[config.mk]
export PLATFORM = sky130hd
export DESIGN_NAME = tc_array_flat
export DESIGN_NICKNAME = d
export VERILOG_FILES = /design/src/rtl/tc_array_pkg.sv /design/src/rtl/tc_array_if.sv /design/src/rtl/tc_array_channel.sv /design/src/rtl/tc_array.sv /design/src/flat_wrapper.sv
export SDC_FILE = /design/constraint.sdc
export NUM_CORES = 1
export LEC_CHECK = 0
export CORE_MARGIN = 2
export CORE_UTILIZATION = 35
export DETAILED_ROUTE_END_ITERATION = 8
export MAX_ROUTING_LAYER = met4
export PLACE_DENSITY_LB_ADDON = 0.25
export SYNTH_ARGS = -nofsm -noshare
export SYNTH_HDL_FRONTEND = slang
export SYNTH_SLANG_ARGS = --single-unit
[constraint.sdc]
create_clock -name clk -period 16.8 [get_ports clk]
set_input_delay 5.04 -clock clk [delete_from_list [all_inputs] [get_ports clk]]
set_output_delay 5.04 -clock clk [all_outputs]
set_load 0.03 [all_outputs]
[src/rtl/tc_array_pkg.sv]
// Shared definitions for the timer/counter array: register map, CTRL layout,
// mode and FSM encodings, and the prescaler terminal-count helper.
package tc_array_pkg;

  localparam logic [1:0] REG_CTRL   = 2'd0;
  localparam logic [1:0] REG_PRESET = 2'd1;
  localparam logic [1:0] REG_COUNT  = 2'd2;
  localparam logic [1:0] REG_STATUS = 2'd3;

  localparam int CTRL_EN      = 0;
  localparam int CTRL_MODE_LO = 1;
  localparam int CTRL_MODE_HI = 2;
  localparam int CTRL_IM      = 3;
  localparam int CTRL_PS_LO   = 4;
  localparam int CTRL_PS_HI   = 7;

  localparam logic [1:0] MODE_ONESHOT = 2'b00;
  localparam logic [1:0] MODE_RELOAD  = 2'b01;

  localparam logic [1:0] ST_IDLE = 2'd0;
  localparam logic [1:0] ST_LOAD = 2'd1;
  localparam logic [1:0] ST_CNT  = 2'd2;
  localparam logic [1:0] ST_INT  = 2'd3;

  localparam int PSC_W = 16;

  // Field order matches the CTRL bit positions above (en is bit 0).
  typedef struct packed {
    logic [3:0] ps;
    logic       im;
    logic [1:0] mode;
    logic       en;
  } ctrl_t;

  // Prescale counter value on which a tick is issued: 2^ps - 1.
  function automatic logic [PSC_W-1:0] ps_terminal(input logic [3:0] ps);
    return (PSC_W'(1) << ps) - PSC_W'(1);
  endfunction

endpackage

[src/rtl/tc_array_if.sv]
// Word-addressed register window between the bus bridge and the timer array.
interface tc_array_if #(
  parameter int ADDR_W = 5
);
  logic [ADDR_W-1:0] Addr;
  logic              WE;
  logic [31:0]       Din;
  logic [31:0]       Dout;

  modport master (output Addr, output WE, output Din, input Dout);
  modport slave  (input Addr, input WE, input Din, output Dout);
endinterface

[src/rtl/tc_array_channel.sv]
// One timer channel: CTRL/PRESET/COUNT/PEND registers, prescaler and
// countdown FSM.
//
//   state | meaning
//   IDLE  | stopped, waiting for EN
//   LOAD  | COUNT <= PRESET, prescaler cleared
//   CNT   | counting down on prescaler ticks
//   INT   | expiry: set PEND, then stop (one-shot) or reload
module tc_channel
  import tc_array_pkg::*;
#(
  parameter int WIDTH = 32
) (
  input  logic             clk,
  input  logic             reset,
  input  logic             we_ctrl,
  input  logic             we_preset,
  input  logic             we_status,
  input  logic [31:0]      din,
  output ctrl_t            ctrl,
  output logic [WIDTH-1:0] preset,
  output logic [WIDTH-1:0] count,
  output logic             pend,
  output logic             irq
);

  logic [1:0]       state;
  logic [PSC_W-1:0] psc;
  logic             en_eff;
  logic             tick;
  logic             reload;
  logic             unused_din;

  // An EN write takes effect in the same cycle so IDLE->LOAD needs no extra cycle.
  assign en_eff     = we_ctrl ? din[CTRL_EN] : ctrl.en;
  assign tick       = (psc == ps_terminal(ctrl.ps));
  assign reload     = (ctrl.mode == MODE_RELOAD);
  assign irq        = pend & ctrl.im;
  assign unused_din = ^din;

  // CTRL: a software write wins over the hardware EN clear at one-shot expiry.
  always_ff @(posedge clk or posedge reset) begin
    if (reset) begin
      ctrl <= '0;
    end else if (we_ctrl) begin
      ctrl <= ctrl_t'(din[7:0]);
    end else if (state == ST_INT && !reload) begin
      ctrl.en <= 1'b0;
    end
  end

  // PRESET: only sampled by LOAD, so a write mid-count affects the next run.
  always_ff @(posedge clk or posedge reset) begin
    if (reset) begin
      preset <= '0;
    end else if (we_preset) begin
      preset <= din[WIDTH-1:0];
    end
  end

  // Sticky pending flag: the hardware set beats a same-edge write-1-to-clear.
  always_ff @(posedge clk or posedge reset) begin
    if (reset) begin
      pend <= 1'b0;
    end else if (state == ST_INT) begin
      pend <= 1'b1;
    end else if (we_status && din[0]) begin
      pend <= 1'b0;
    end
  end

  // Countdown FSM with its prescaler and COUNT register.
  always_ff @(posedge clk or posedge reset) begin
    if (reset) begin
      state <= ST_IDLE;
      count <= '0;
      psc   <= '0;
    end else begin
      case (state)
        ST_IDLE: begin
          if (en_eff) state <= ST_LOAD;
        end
        ST_LOAD: begin
          count <= preset;
          psc   <= '0;
          state <= ST_CNT;
        end
        ST_CNT: begin
          if (!en_eff) begin
            state <= ST_IDLE;
          end else if (tick) begin
            psc <= '0;
            if (count > WIDTH'(1)) begin
              count <= count - WIDTH'(1);
            end else begin
              count <= '0;
              state <= ST_INT;
            end
          end else begin
            psc <= psc + PSC_W'(1);
          end
        end
        ST_INT: begin
          state <= reload ? ST_LOAD : ST_IDLE;
        end
        default: state <= ST_IDLE;
      endcase
    end
  end

endmodule

[src/rtl/tc_array.sv]
// Array of NUM_CH timer channels behind one word-addressed register window.
// Addr[ADDR_W-1:2] picks the channel, Addr[1:0] the register.
module tc_array
  import tc_array_pkg::*;
#(
  parameter int NUM_CH = 2,
  parameter int WIDTH  = 32,
  parameter int ADDR_W = 5
) (
  input  logic              clk,
  input  logic              reset,
  tc_array_if.slave         bus,
  output logic              IRQ,
  output logic [NUM_CH-1:0] irq_vec
);

  localparam int CH_W = ADDR_W - 2;

  logic [CH_W-1:0]   ch_idx;
  logic [1:0]        reg_sel;
  logic [NUM_CH-1:0] ch_sel;
  logic [31:0]       rd_word [NUM_CH];
  logic [31:0]       dout;

  assign ch_idx  = bus.Addr[ADDR_W-1:2];
  assign reg_sel = bus.Addr[1:0];

  for (genvar g = 0; g < NUM_CH; g++) begin : g_ch
    ctrl_t            ctrl_q;
    logic [WIDTH-1:0] preset_q;
    logic [WIDTH-1:0] count_q;
    logic             pend_q;

    assign ch_sel[g] = (ch_idx == CH_W'(g));

    tc_channel #(.WIDTH(WIDTH)) u_ch (
      .clk       (clk),
      .reset     (reset),
      .we_ctrl   (bus.WE & ch_sel[g] & (reg_sel == REG_CTRL)),
      .we_preset (bus.WE & ch_sel[g] & (reg_sel == REG_PRESET)),
      .we_status (bus.WE & ch_sel[g] & (reg_sel == REG_STATUS)),
      .din       (bus.Din),
      .ctrl      (ctrl_q),
      .preset    (preset_q),
      .count     (count_q),
      .pend      (pend_q),
      .irq       (irq_vec[g])
    );

    assign rd_word[g] = (reg_sel == REG_CTRL)   ? {24'b0, ctrl_q} :
                        (reg_sel == REG_PRESET) ? 32'(preset_q)   :
                        (reg_sel == REG_COUNT)  ? 32'(count_q)    :
                                                  {31'b0, pend_q};
  end

  // Read mux; channel indices with no channel behind them read as zero.
  always_comb begin
    dout = '0;
    for (int i = 0; i < NUM_CH; i++) begin
      if (ch_sel[i]) dout = rd_word[i];
    end
  end

  assign bus.Dout = dout;
  assign IRQ      = |irq_vec;

endmodule

[src/flat_wrapper.sv]
// flat-port wrapper written by rule: the top's interface ports become plain ports
module tc_array_flat import tc_array_pkg::*;
#(
  parameter int NUM_CH = 2,
  parameter int WIDTH  = 32,
  parameter int ADDR_W = 5
)
  (clk, reset, IRQ, irq_vec, bus_Addr, bus_WE, bus_Din, bus_Dout);
  tc_array_if #(.ADDR_W(ADDR_W)) bus_i ();
  input  logic clk;
  input  logic reset;
  output logic IRQ;
  output logic [NUM_CH-1:0] irq_vec;
  input wire logic [$bits(bus_i.Addr)-1:0] bus_Addr;
  input wire logic [$bits(bus_i.WE)-1:0] bus_WE;
  input wire logic [$bits(bus_i.Din)-1:0] bus_Din;
  output wire logic [$bits(bus_i.Dout)-1:0] bus_Dout;
  assign bus_i.Addr = bus_Addr;
  assign bus_i.WE = bus_WE;
  assign bus_i.Din = bus_Din;
  assign bus_Dout = bus_i.Dout;
  tc_array #(.NUM_CH(NUM_CH), .WIDTH(WIDTH), .ADDR_W(ADDR_W)) u_core (.clk(clk), .reset(reset), .bus(bus_i), .IRQ(IRQ), .irq_vec(irq_vec));
endmodule
# Word level (Yosys, flattened, before mapping)
# Index checks and enable logic that the tools add are counted.
# totals
ff_bits	182
input_bits	40
out_inout_bits	35
wordCells	129
# classes
add_sub_neg	6
order_cmp	2
n_eq_ne	24
shifts	2
muxes	44
n_bitwise	10
reduce_logical	23
# ops
cell	n
2-to-1 mux 32 bit	14
one-hot mux 32 bit (2 select lines)	2
greater-than comparator 32 x 1 -> 1 bit, second input constant	2
2-to-1 mux 16 bit	4
one-hot mux 16 bit (2 select lines)	2
subtractor 32 x 1 -> 32 bit, second input constant	2
adder 16 x 1 -> 16 bit, second input constant	2
== test 16 bit	2
<< shifter 1 x 4 -> 16 bit, first input constant	2
subtractor 16 x 2 -> 16 bit, second input constant	2
2-to-1 mux 2 bit	8
one-hot mux 2 bit (4 select lines)	2
== test 2 bit, second input constant	6
2-to-1 mux 1 bit	12
!= test 2 bit, second input constant	6
!= test 3 bit, second input constant	4
AND reduction 3 bit	4
nonzero test 2 bit	6
bitwise AND 1 bit	10
== test 2 x 1 -> 1 bit, second input constant	5
logical NOT 2 bit	3
logical AND 1 bit	4
AND reduction 2 bit	2
== test 3 x 1 -> 1 bit, second input constant	1
3 further kinds	4

# Depth between registers and ports, before layout
# Gate-level depths: netlist of the first run.
# logic_depth
depth_word	6
ltp_mapped	14
mapped_depth_nobuf	10

# Cells and area by module
# Synthesis of the first run repeated with hierarchy kept, for this count alone.
# unflattened
cells_unflattened	1263
hier_area_um2	11426.0
# modules_own_cells
module	n_inst	cells_per_inst	area_each_um2	seq_area_each_um2
tc_channel at u_core.g_ch[0].u_ch	1	538	5107.4	2277.2
tc_channel at u_core.g_ch[1].u_ch	1	560	5107.4	2277.2
tc_array	1	165	1211.2	0.0

# Worst setup path after synthesis of the first run
# Ideal clock, no wire load.
# synth_path
path_kind	input to output
start	input bus_Addr[0]
end	output bus_Dout[10]
arrival_ns	6.729
t_required_ns	11.760
setup_slack_ns	5.031
stages	6
path_buffers	3
cell_sequence	buf_2 -> nor2b_1 -> clkbuf_1 -> buf_1 -> a22oi_1 -> o22ai_1
# synth_via
elab_chain_cells	6
elab_cells_between_ends	11
cone_classes	eq/ne: 2; mux: 8; reduce/logical: 1
# synth_rtl
element	line_no	text
start: declaration	flat_wrapper.sv:14	input wire logic [$bits(bus_i.Addr)-1:0] bus_Addr;
== test 2 bit	tc_array.sv:52	(reg_sel == REG_COUNT) ? 32'(count_q) :
2-to-1 mux 32 bit	tc_array.sv:52	
2-to-1 mux 32 bit	tc_array.sv:51	(reg_sel == REG_PRESET) ? 32'(preset_q) :
2-to-1 mux 32 bit	tc_array.sv:50	assign rd_word[g] = (reg_sel == REG_CTRL) ? {24'b0, ctrl_q} :
2-to-1 mux 32 bit	tc_array.sv:60	if (ch_sel[i]) dout = rd_word[i];
2-to-1 mux 32 bit *	tc_array.sv:60	
end: declaration	flat_wrapper.sv:17	output wire logic [$bits(bus_i.Dout)-1:0] bus_Dout;
# Every way passes the cells marked *; elsewhere a longest branch is shown, timed or not.

# Final worst setup path of the first run
# layout_path
start	input bus_Addr[1]
end	output bus_Dout[10]
# The elaborated chain is that of the path after synthesis.

==> results of run 1 <==
==> registers in the layout, indices dropped and copies added, names as in the netlist <==
register	flops
u_core.g_ch.u_ch.count	64
u_core.g_ch.u_ch.psc	32
u_core.g_ch.u_ch.state	4
u_core.g_ch.u_ch.ctrl	16
u_core.g_ch.u_ch.pend	2
u_core.g_ch.u_ch.preset	64
==> critical path: stages <==
cell	delay, ns
clkdlybuf4s50_1	0.81
nor2b_4	1.06
a22oi_1	0.23
o22ai_1	0.35
clkdlybuf4s50_1	0.74
==> power groups by stage <==
stage / Clock [mW] / Sequential [mW] / Combinational (mW)
4_1_cts: 0.436 / 0.734 / 0.637
2_1_floorplan: 0 / 0.642 / 0.539
3_5_place_dp: 0 / 0.741 / 0.636
6_report: 0.425 / 0.741 / 0.637
5_1_grt: 0.454 / 0.754 / 0.709
3_3_place_gp: 0 / 0.749 / 0.621
==> metal layers <==
layer | up-vias | global-route usage | wire length [um]
met2 | 295 | 0.3468 | 17170
met4 | 0 | 0.06476 | 749
met3 | 47 | 0.02713 | 1521
met1 | 4945 | 0.2901 | 16070
met5 | - | - | 0
li1 | 4716 | - | -
==> final cells by class <==
type                            count  area share
Tap cell                          442     0.04255
Clock inverter                     15     0.01550
Inverter                           33     0.01011
Sequential cell                   182      0.3504
Clock buffer                       17     0.03273
Multi-Input combinational cell    925      0.4848
Timing Repair Buffer               86     0.06392
==> worst min-delay path by stage <==
stage | startpoint | to | slack (ns) | cells after the start
2_1_floorplan | u_core.g_ch[0].u_ch.count[15]$_DFFE_PP0P_ | u_core.g_ch[0].u_ch.count[15]$_DFFE_PP0P_ | 0.47 | 1
3_3_place_gp | u_core.g_ch[1].u_ch.ctrl[3]$_DFFE_PP0P_ | u_core.g_ch[1].u_ch.ctrl[3]$_DFFE_PP0P_ | 0.52 | 1
3_5_place_dp | u_core.g_ch[1].u_ch.ctrl[3]$_DFFE_PP0P_ | u_core.g_ch[1].u_ch.ctrl[3]$_DFFE_PP0P_ | 0.53 | 1
4_1_cts | u_core.g_ch[1].u_ch.ctrl[3]$_DFFE_PP0P_ | u_core.g_ch[1].u_ch.ctrl[3]$_DFFE_PP0P_ | 0.55 | 1
5_1_grt | u_core.g_ch[1].u_ch.ctrl[3]$_DFFE_PP0P_ | u_core.g_ch[1].u_ch.ctrl[3]$_DFFE_PP0P_ | 0.55 | 1
6_report | u_core.g_ch[1].u_ch.ctrl[3]$_DFFE_PP0P_ | u_core.g_ch[1].u_ch.ctrl[3]$_DFFE_PP0P_ | 0.54 | 1
==> metrics by stage <==
stage                     instance area, um2  total power [mW]  setup slack (ns)  hold slack (ns)    util
final                                  13000             1.804             3.502           0.5404  0.4005
after global routing                   13000             1.917             3.336           0.5547  0.4005
after CTS                              13000             1.806             3.566           0.5456  0.4005
after detailed placement               12370             1.376             3.574           0.5265  0.3812
after global placement                 12370             1.369             3.648           0.5189  0.3812
after floorplan                        11490             1.182             5.031           0.4697       -
==> layout by cell type, fill, tap and decap left out, types with 5 or more instances in the layout <==
master / n
o311ai_0: 7
o21ai_0: 50
or2_2: 6
and2_1: 8
nand2b_1: 13
dfrtp_1: 182
o21ai_1: 59
xor2_1: 11
nand2_1: 56
mux2i_1: 20
o2bb2ai_1: 19
xnor2_1: 9
nor4_1: 22
clkinv_8: 5
clkbuf_16: 17
a21o_1: 6
nand4_1: 11
nand3_1: 42
nor2_1: 79
or3_1: 11
nor2b_1: 7
a31oi_1: 12
nor3_1: 53
a32oi_1: 14
ha_1: 8
and3_1: 13
inv_1: 32
inv_6: 5
o211ai_1: 7
nand3b_1: 5
a21oi_1: 87
clkdlybuf4s50_1: 74
o22ai_1: 47
a22o_1: 6
a22oi_1: 57
buf_4: 12
mux2_2: 78
==> cells by family (layout without fill, tap and decap cells) <==
| logic type | after synthesis | count (layout) | share of synthesized area |
|---|---|---|---|
| compound gates | 421 | 421 | 0.2418 |
| xor+xnor | 20 | 20 | 0.01525 |
| fa+ha+maj | 8 | 8 | 0.008712 |
| buf+inv | 137 | 151 | 0.05782 |
| flops | 182 | 182 | 0.3964 |
| mux | 100 | 100 | 0.09779 |
| simple gates | 376 | 376 | 0.1823 |
==> metrics.md, run 1 <==
| Metric | Value |
|---|---|
| Status | finished, final reports clean |
| FP Rows | 66 |
| Syn_area_per_cell | 9.236 um2 |
| Pwr per Cell Area | 138.8 nW/um2 |
| Cts bufs inserted | 17 |
| CTS tree | done |
| Finish-stage setup viols | 0 |
| # fillers | 3,200 |
| Leak Pwr | 4.941 nW |
| Total Routing Usage GR | 0.2174 |
| Fraction of layout cells with a size suffix above 1 | 0.1375 |
| Slew headroom | 0.1728 |
| Routed vias/inst | 5.884 |
| Cell taking the most area after synthesis | dfrtp_1 |
| Cts hold-fix bufs | 0 |
| Logic pwr share | 0.353 |
| Overall routed net length | 35,510 um |
| Critical Path Start Type | primary input |
| YS warnings | 0 |
| Area grow syn2layout | 13.12% |
| Antenna cells | 0 |
| Initial Util | 0.3540 |
| Vias in the first global route | 9,568 |
| Number of synthesized flops with an enable pin | 0 |
| Sequential Power Share | 0.411 |
| Initial antenna violation count | 0 |
| Wire per inst | 20.89 um |
| Sw Ratio | 0.4306 |
| Final Hold Fails | 0 |
| RSZ-0062 raised after global routing | false |
| DP HPWL | 24,990 um |
| Clock Power Share | 0.236 |
| GPL Wtd Cong | 0.8802 |
| Clk_skew | 0.01790 ns |
| Largest net degree at the start of global routing | 106 |
| Critical path arrival | 8.26 ns |
| Syn Nets | 1,292 |
| Setup bufs post-CTS | 0 |
| Via Count | 10,003 |
| Cts repair resizes | 0 |
| Fin. max-slew vios | 0 |
| H-tree depth | 4 |
| Final net count | 1,293 |
| Root cell of the clock tree | clkbuf_16 |
| Cells after synthesis | 1,244 |
| Dpl cells | 1,668 |
| Setup crit end kind | primary output |
| FF-to-FF Start | u_core.g_ch[0].u_ch.ctrl[7]$_DFFE_PP0P_ |
| Unique masters post-synth | 92 |
| Clock Latency Late Sink | 0.44 ns |
| Clock slew at reported path FFs | 0.09 ns |
| Post-route ant nets | 0 |
| Register Area | 4554 um2 |
| P_int | 1.027 mW |
| VDD IR max | 0.00007760 V |
| Critical Path Source | bus_Addr[1] |
| Core area | 32,450 um2 |
| Sink Count | 182 |
| Psw | 0.7770 mW |
| CP required | 11.76 ns |
| Seq/Total Area, Yosys | 0.3964 |
| Worst R2R End | u_core.g_ch[0].u_ch.count[0]$_DFFE_PP0P_ |
| Top cells by count, synth | dfrtp_1, a21oi_1, nor2_1 |
| Mapped Area | 11,490 um2 |
| Synth top area cells | dfrtp_1, mux2_2, a21oi_1 |
| PortBufs | 74 |
| Fmax | 75.20 MHz |
| Die area | 34,290 um2 |
| Setup CP Type | in -> out |
| Die Width | 185.2 um |
| Multi-input combinational cell area | 6301 um2 |
| Layout Cells excl Fill | 1,700 |
| Number of synthesized register bits | 182 |
| Starting DRT DRC Count | 973 |
| Worst R2R Setup Slack | 12.67 ns |
| Worst-case reg-to-reg path depth | 9 |
| Setup TNS | 0 ns |
| First-pass GRT wire length | 56,060 um |
| Count leader, synth | dfrtp_1 |
| Max Cap Violations | 0 |
| Tightest Pin Transition | 1.241 ns |
| Post-synth top area share | 0.3964 |
| Fin crit period | 13.30 ns |
| Min-delay worst type | reg -> reg |
| Synth async-reset ratio | 1.000 |
| Die Y | 185.2 um |
| I/O pins | 75 |
| Worst-path maximum fanout | 49 |
| Worst setup path end | bus_Dout[10] |
| GRT overflow | 0 |
| Final worst-path cycle share | 0.7916 |
| Max clock buf depth | 2 |
| Ys flop type | dfrtp_1 |
| DRC viols | 0 |
| Pre-antenna DRT Iters | 5 |
No activity file was read; power rests on OpenSTA's default activity.
==> run 2, diff against run 1 <==
Clock period 16.8 ns to 11.1 ns, I/O delays scaled along.
==> run 2 against run 1 <==
  * Total power up 49%
  * Register-to-register slack worse by 5.5 ns
  * Design area is 0.23% lower
  * Worst setup slack lost 2.1 ns
  * Count of clock-buffer cells in the layout is 1 higher
  * Die area did not move
  * Clock power increased by 44%
  * Routed wire length shrank 0.55%
  * Sequential power up 50%
  * Largest power group unchanged
  * Highest routed layer unchanged
==> metrics.md, run 2 (synthesis results as in run 1) <==
| Metric | Value |
|---|---|
| Status | finished, final reports clean |
| Pre-antenna DRT Iters | 7 |
| Area grow syn2layout | 12.86% |
| Routed vias/inst | 5.927 |
| Final worst-path cycle share | 0.8725 |
| Post-route ant nets | 0 |
| Cts repair resizes | 0 |
| DRC viols | 0 |
| Commonest non-fill, non-tap cells in the layout | dfrtp_1, a21oi_1, nor2_1 |
| Clock slew at reported path FFs | 0.08 ns |
| Initial Util | 0.3540 |
| Fin area | 12,970 um2 |
| H-tree depth | 4 |
| Min-delay worst type | reg -> reg |
| Max Cap Violations | 0 |
| Fmax | 103.3 MHz |
| Wire per inst | 20.74 um |
| Die Width | 185.2 um |
| Tightest Pin Transition | 1.153 ns |
| Setup CP Type | in -> out |
| CP cell instances | clkdlybuf4s50_1 > buf_4 > nor2b_4 > buf_4 > a22oi_1 > o22ai_1 > clkdlybuf4s50_1 |
| Commonest non-fill, non-tap cell in the layout | dfrtp_1 |
| RSZ-0062 raised after global routing | false |
| Largest registers | u_core.g_ch.u_ch.count x64, u_core.g_ch.u_ch.preset x64, u_core.g_ch.u_ch.psc x32 |
| Layout Cells excl Fill | 1,703 |
| Setup TNS | 0 ns |
| Register Area | 4554 um2 |
| CTS tree | done |
| Fin crit period | 9.685 ns |
| Setup crit end kind | primary output |
| Final Power | 2.688 mW |
| Setup bufs post-CTS | 0 |
| Initial antenna violation count | 0 |
| VDD IR max | 0.0001252 V |
| First-pass GRT wire length | 56,170 um |
| FP Rows | 66 |
| Critical Path Start Type | primary input |
| Worst hold slack | 0.5144 ns |
| Pwr per Cell Area | 207.3 nW/um2 |
| # fillers | 3,276 |
| Slew headroom | 0.2310 |
| Critical path arrival | 6.35 ns |
| Largest net degree at the start of global routing | 115 |
| Worst-path maximum fanout | 43 |
| Final net count | 1,296 |
| GPL Wtd Cong | 0.8983 |
| Antenna cells | 0 |
| DP HPWL | 24,860 um |
| Die Y | 185.2 um |
| GRT overflow | 0 |
| Total Routing Usage GR | 0.2183 |
| Worst path buffer plus inverter count | 4 |
| Dpl cells | 1,671 |
| PortBufs | 74 |
| Leak Pwr | 4.938 nW |
| Finish-stage setup viols | 0 |
| Vias in the first global route | 9,583 |
| Sink Count | 182 |
| Fin. max-slew vios | 0 |
| Clock Latency Late Sink | 0.45 ns |
| Cts hold-fix bufs | 0 |
| Clk_skew | 0.01537 ns |
| Max clock buf depth | 2 |
| Placed Instance Area | 12,390 um2 |
| Multi-input combinational cell area | 6301 um2 |
| Core area | 32,450 um2 |
| Starting DRT DRC Count | 1,001 |
| Slowest stage cell, crit path | nor2b_4 |
| Fraction of layout cells with a size suffix above 1 | 0.1396 |
| Root cell of the clock tree | clkbuf_16 |
| Overall routed net length | 35,310 um |
| Crit path max-delay family | buffers and inverters |
| Slowest Stage Delay on Critical Path | 0.84 ns |
| Die area | 34,290 um2 |
| Cts bufs inserted | 17 |
| CP required | 7.77 ns |
| Via Count | 10,094 |
| Final Hold Fails | 0 |
| I/O pins | 75 |
-- run 2: cell types whose count changed in the layout (fill, tap and decap cells not counted) --
cell | previous run | this run
inv_12 | 1 | 0
inv_6 | 5 | 4
clkinv_8 | 5 | 1
inv_8 | 3 | 5
buf_4 | 12 | 15
bufinv_16 | 1 | 0
clkbuf_8 | 0 | 1
clkinv_4 | 0 | 3
clkinv_2 | 0 | 1
-- run 2: cell type report --
type | count | area share
Clock buffer | 18 | 0.03387
Clock inverter | 14 | 0.01042
Inverter | 33 | 0.01013
Multi-Input combinational cell | 925 | 0.4859
Sequential cell | 182 | 0.3512
Tap cell | 442 | 0.04265
Timing Repair Buffer | 89 | 0.06580
-- run 2: report_power, final --
group	internal, mW	switching [mW]	leakage (nW)
Combinational	0.398	0.566	2.28
Clock	0.304	0.308	0.282
Sequential	0.830	0.282	2.37
Total	1.53	1.16	4.94
-- run 2: worst paths after layout --
path	depth (start not counted)	slack (ns)	end	from
setup / recovery	7	1.42	bus_Dout[16]	bus_Addr[1]
hold / removal	1	0.51	u_core.g_ch[0].u_ch.count[28]$_DFFE_PP0P_	u_core.g_ch[0].u_ch.count[28]$_DFFE_PP0P_
setup reg to reg	9	7.22	u_core.g_ch[0].u_ch.count[0]$_DFFE_PP0P_	u_core.g_ch[0].u_ch.ctrl[6]$_DFFE_PP0P_
hold reg to reg	1	0.51	u_core.g_ch[0].u_ch.count[28]$_DFFE_PP0P_	u_core.g_ch[0].u_ch.count[28]$_DFFE_PP0P_
max in group asynchronous	3	6.21	u_core.g_ch[1].u_ch.count[5]$_DFFE_PP0P_	reset
min in group asynchronous	2	3.46	u_core.g_ch[1].u_ch.pend$_DFFE_PP0P_	reset
-- run 2: metrics by stage --
| step | utilization | setup WS, ns |
|---|---|---|
| 2_1_floorplan | - | 2.751 |
| 3_3_place_gp | 0.3819 | 1.484 |
| 3_5_place_dp | 0.3819 | 1.425 |
| 4_1_cts | 0.3996 | 1.428 |
| 5_1_grt | 0.3996 | 1.217 |
| 6_report | 0.3996 | 1.415 |
-- run 2: routing by layer --
metal  vias up  global-route usage  wire, um
met5         -                   -         0
met2       261              0.3381     16830
met3        39             0.02713      1458
met1      5073              0.2972     16230
met4         0             0.07175       788
li1       4721                   -         -
==> run 3, diff against run 2 <==
Settings changed: CORE_UTILIZATION 35 to 45, TNS_END_PERCENT from default to 100.
==> run 3 against run 2 <==
  * Design area is 0.87% lower
  * Total power is 0.20% lower
  * Count of clock-buffer cells in the layout is 1 lower
  * Clock skew is 0.0031 ns lower
  * Combinational power hardly changed
  * Worst setup slack worse by 0.12 ns
  * Largest cell class unchanged
==> metrics.md, run 3 (synthesis results as in run 1) <==
| Metric | Value |
|---|---|
| Wire per inst | 21.26 um |
| Clock Latency Late Sink | 0.45 ns |
| Fin crit period | 9.809 ns |
| Sink Count | 182 |
| Worst hold slack | 0.5379 ns |
| FP Rows | 58 |
| PortBufs | 74 |
| Overall routed net length | 33,870 um |
| Final Power | 2.683 mW |
| DP HPWL | 23,840 um |
| Setup crit end kind | primary output |
| Worst-path maximum fanout | 33 |
| CP required | 7.77 ns |
| Total Routing Usage GR | 0.2639 |
| Final Hold Fails | 0 |
| Placed Instance Area | 12,270 um2 |
| Max Cap Violations | 0 |
| Cts hold-fix bufs | 0 |
| Root cell of the clock tree | clkbuf_16 |
| Pwr per Cell Area | 208.7 nW/um2 |
| Final worst-path cycle share | 0.8837 |
| GPL Wtd Cong | 0.9384 |
| CTS tree | done |
| Pre-antenna DRT Iters | 7 |
| Post-route ant nets | 0 |
| Fin. max-slew vios | 0 |
| Setup TNS | 0 ns |
| Slew headroom | 0.1832 |
| Fin area | 12,850 um2 |
| H-tree depth | 4 |
| Commonest non-fill, non-tap cells in the layout | dfrtp_1, a21oi_1, nor2_1 |
| Clock slew at reported path FFs | 0.07 ns |
| Setup CP Type | in -> out |
| Cts repair resizes | 0 |
| Critical Path Start Type | primary input |
| Vias in the first global route | 9,439 |
| Starting DRT DRC Count | 1,116 |
| # fillers | 2,379 |
| Max clock buf depth | 2 |
| I/O pins | 75 |
| Status | finished, final reports clean |
| Area grow syn2layout | 11.88% |
| Initial Util | 0.4576 |
| Core area | 25,110 um2 |
| Min-delay worst type | reg -> reg |
| Largest net degree at the start of global routing | 114 |
| Setup bufs post-CTS | 0 |
| Finish-stage setup viols | 0 |
| Die area | 26,830 um2 |
| Initial antenna violation count | 0 |
| Fmax | 101.9 MHz |
| RSZ-0062 raised after global routing | false |
| Leak Pwr | 4.954 nW |
| Cts bufs inserted | 17 |
| Tightest Pin Transition | 1.221 ns |
| Clk_skew | 0.01225 ns |
| Final net count | 1,299 |
| DRC viols | 0 |
| First-pass GRT wire length | 54,050 um |
| Largest registers | u_core.g_ch.u_ch.count x64, u_core.g_ch.u_ch.preset x64, u_core.g_ch.u_ch.psc x32 |
| GRT overflow | 0 |
| Routed vias/inst | 6.436 |
| Die Y | 163.8 um |
| Layout Utilization | 0.5120 |
| Commonest non-fill, non-tap cell in the layout | dfrtp_1 |
| VDD IR max | 0.0001050 V |
| Die Width | 163.8 um |
| Via Count | 10,253 |
| Antenna cells | 0 |
| Fraction of layout cells with a size suffix above 1 | 0.1409 |
| Critical path arrival | 6.48 ns |
run 3: cell type report:
type	instances	area (um2)	area share
Multi-Input combinational cell	925	6296	0.4898
Timing Repair Buffer	92	875.8	0.06813
Clock buffer	17	425.4	0.03309
Sequential cell	182	4554	0.3543
Inverter	33	131.4	0.01022
Tap cell	330	412.9	0.03212
Clock inverter	14	158.9	0.01236
run 3: path summary, 6_finish.rpt:
kind                                                      startpoint  slack (ns)  cells after the start                                        end
setup / recovery                                         bus_Addr[0]        1.29                      6                               bus_Dout[22]
hold / removal             u_core.g_ch[0].u_ch.count[15]$_DFFE_PP0P_        0.54                      1  u_core.g_ch[0].u_ch.count[15]$_DFFE_PP0P_
setup reg to reg             u_core.g_ch[0].u_ch.ctrl[6]$_DFFE_PP0P_        6.99                      9   u_core.g_ch[0].u_ch.count[0]$_DFFE_PP0P_
hold reg to reg            u_core.g_ch[0].u_ch.count[15]$_DFFE_PP0P_        0.54                      1  u_core.g_ch[0].u_ch.count[15]$_DFFE_PP0P_
max in group asynchronous                                      reset        6.26                      3  u_core.g_ch[1].u_ch.count[24]$_DFFE_PP0P_
min in group asynchronous                                      reset        3.41                      2    u_core.g_ch[1].u_ch.ctrl[2]$_DFFE_PP0P_
run 3: metrics by stage:
step                      setup slack (ns)  instances
after floorplan                      2.751       1244
after global placement               1.445       1562
after detailed placement             1.350       1562
after CTS                            1.351       1593
after global routing                 1.152       1593
final                                1.291       1593
run 3: critical path: stages:
cell and delay, ns:
clkdlybuf4s50_1 0.84, nor2b_4 0.74, buf_4 0.43, a22oi_1 0.13
o22ai_1 0.26, clkdlybuf4s50_1 0.72
run 3: power breakdown:
part           leakage, nW  internal (mW)  switching, mW
combinational         2.30          0.398          0.567
clock                0.282          0.301          0.306
sequential            2.37          0.830          0.279
total                 4.95           1.53           1.15
run 3: per-layer routing:
metal | up-vias | wire (um) | GRT usage
met1 | 5042 | 15280 | 0.3795
met5 | - | 0 | -
met2 | 417 | 15550 | 0.3904
li1 | 4737 | - | -
met3 | 57 | 2351 | 0.04040
met4 | 0 | 688 | 0.06699
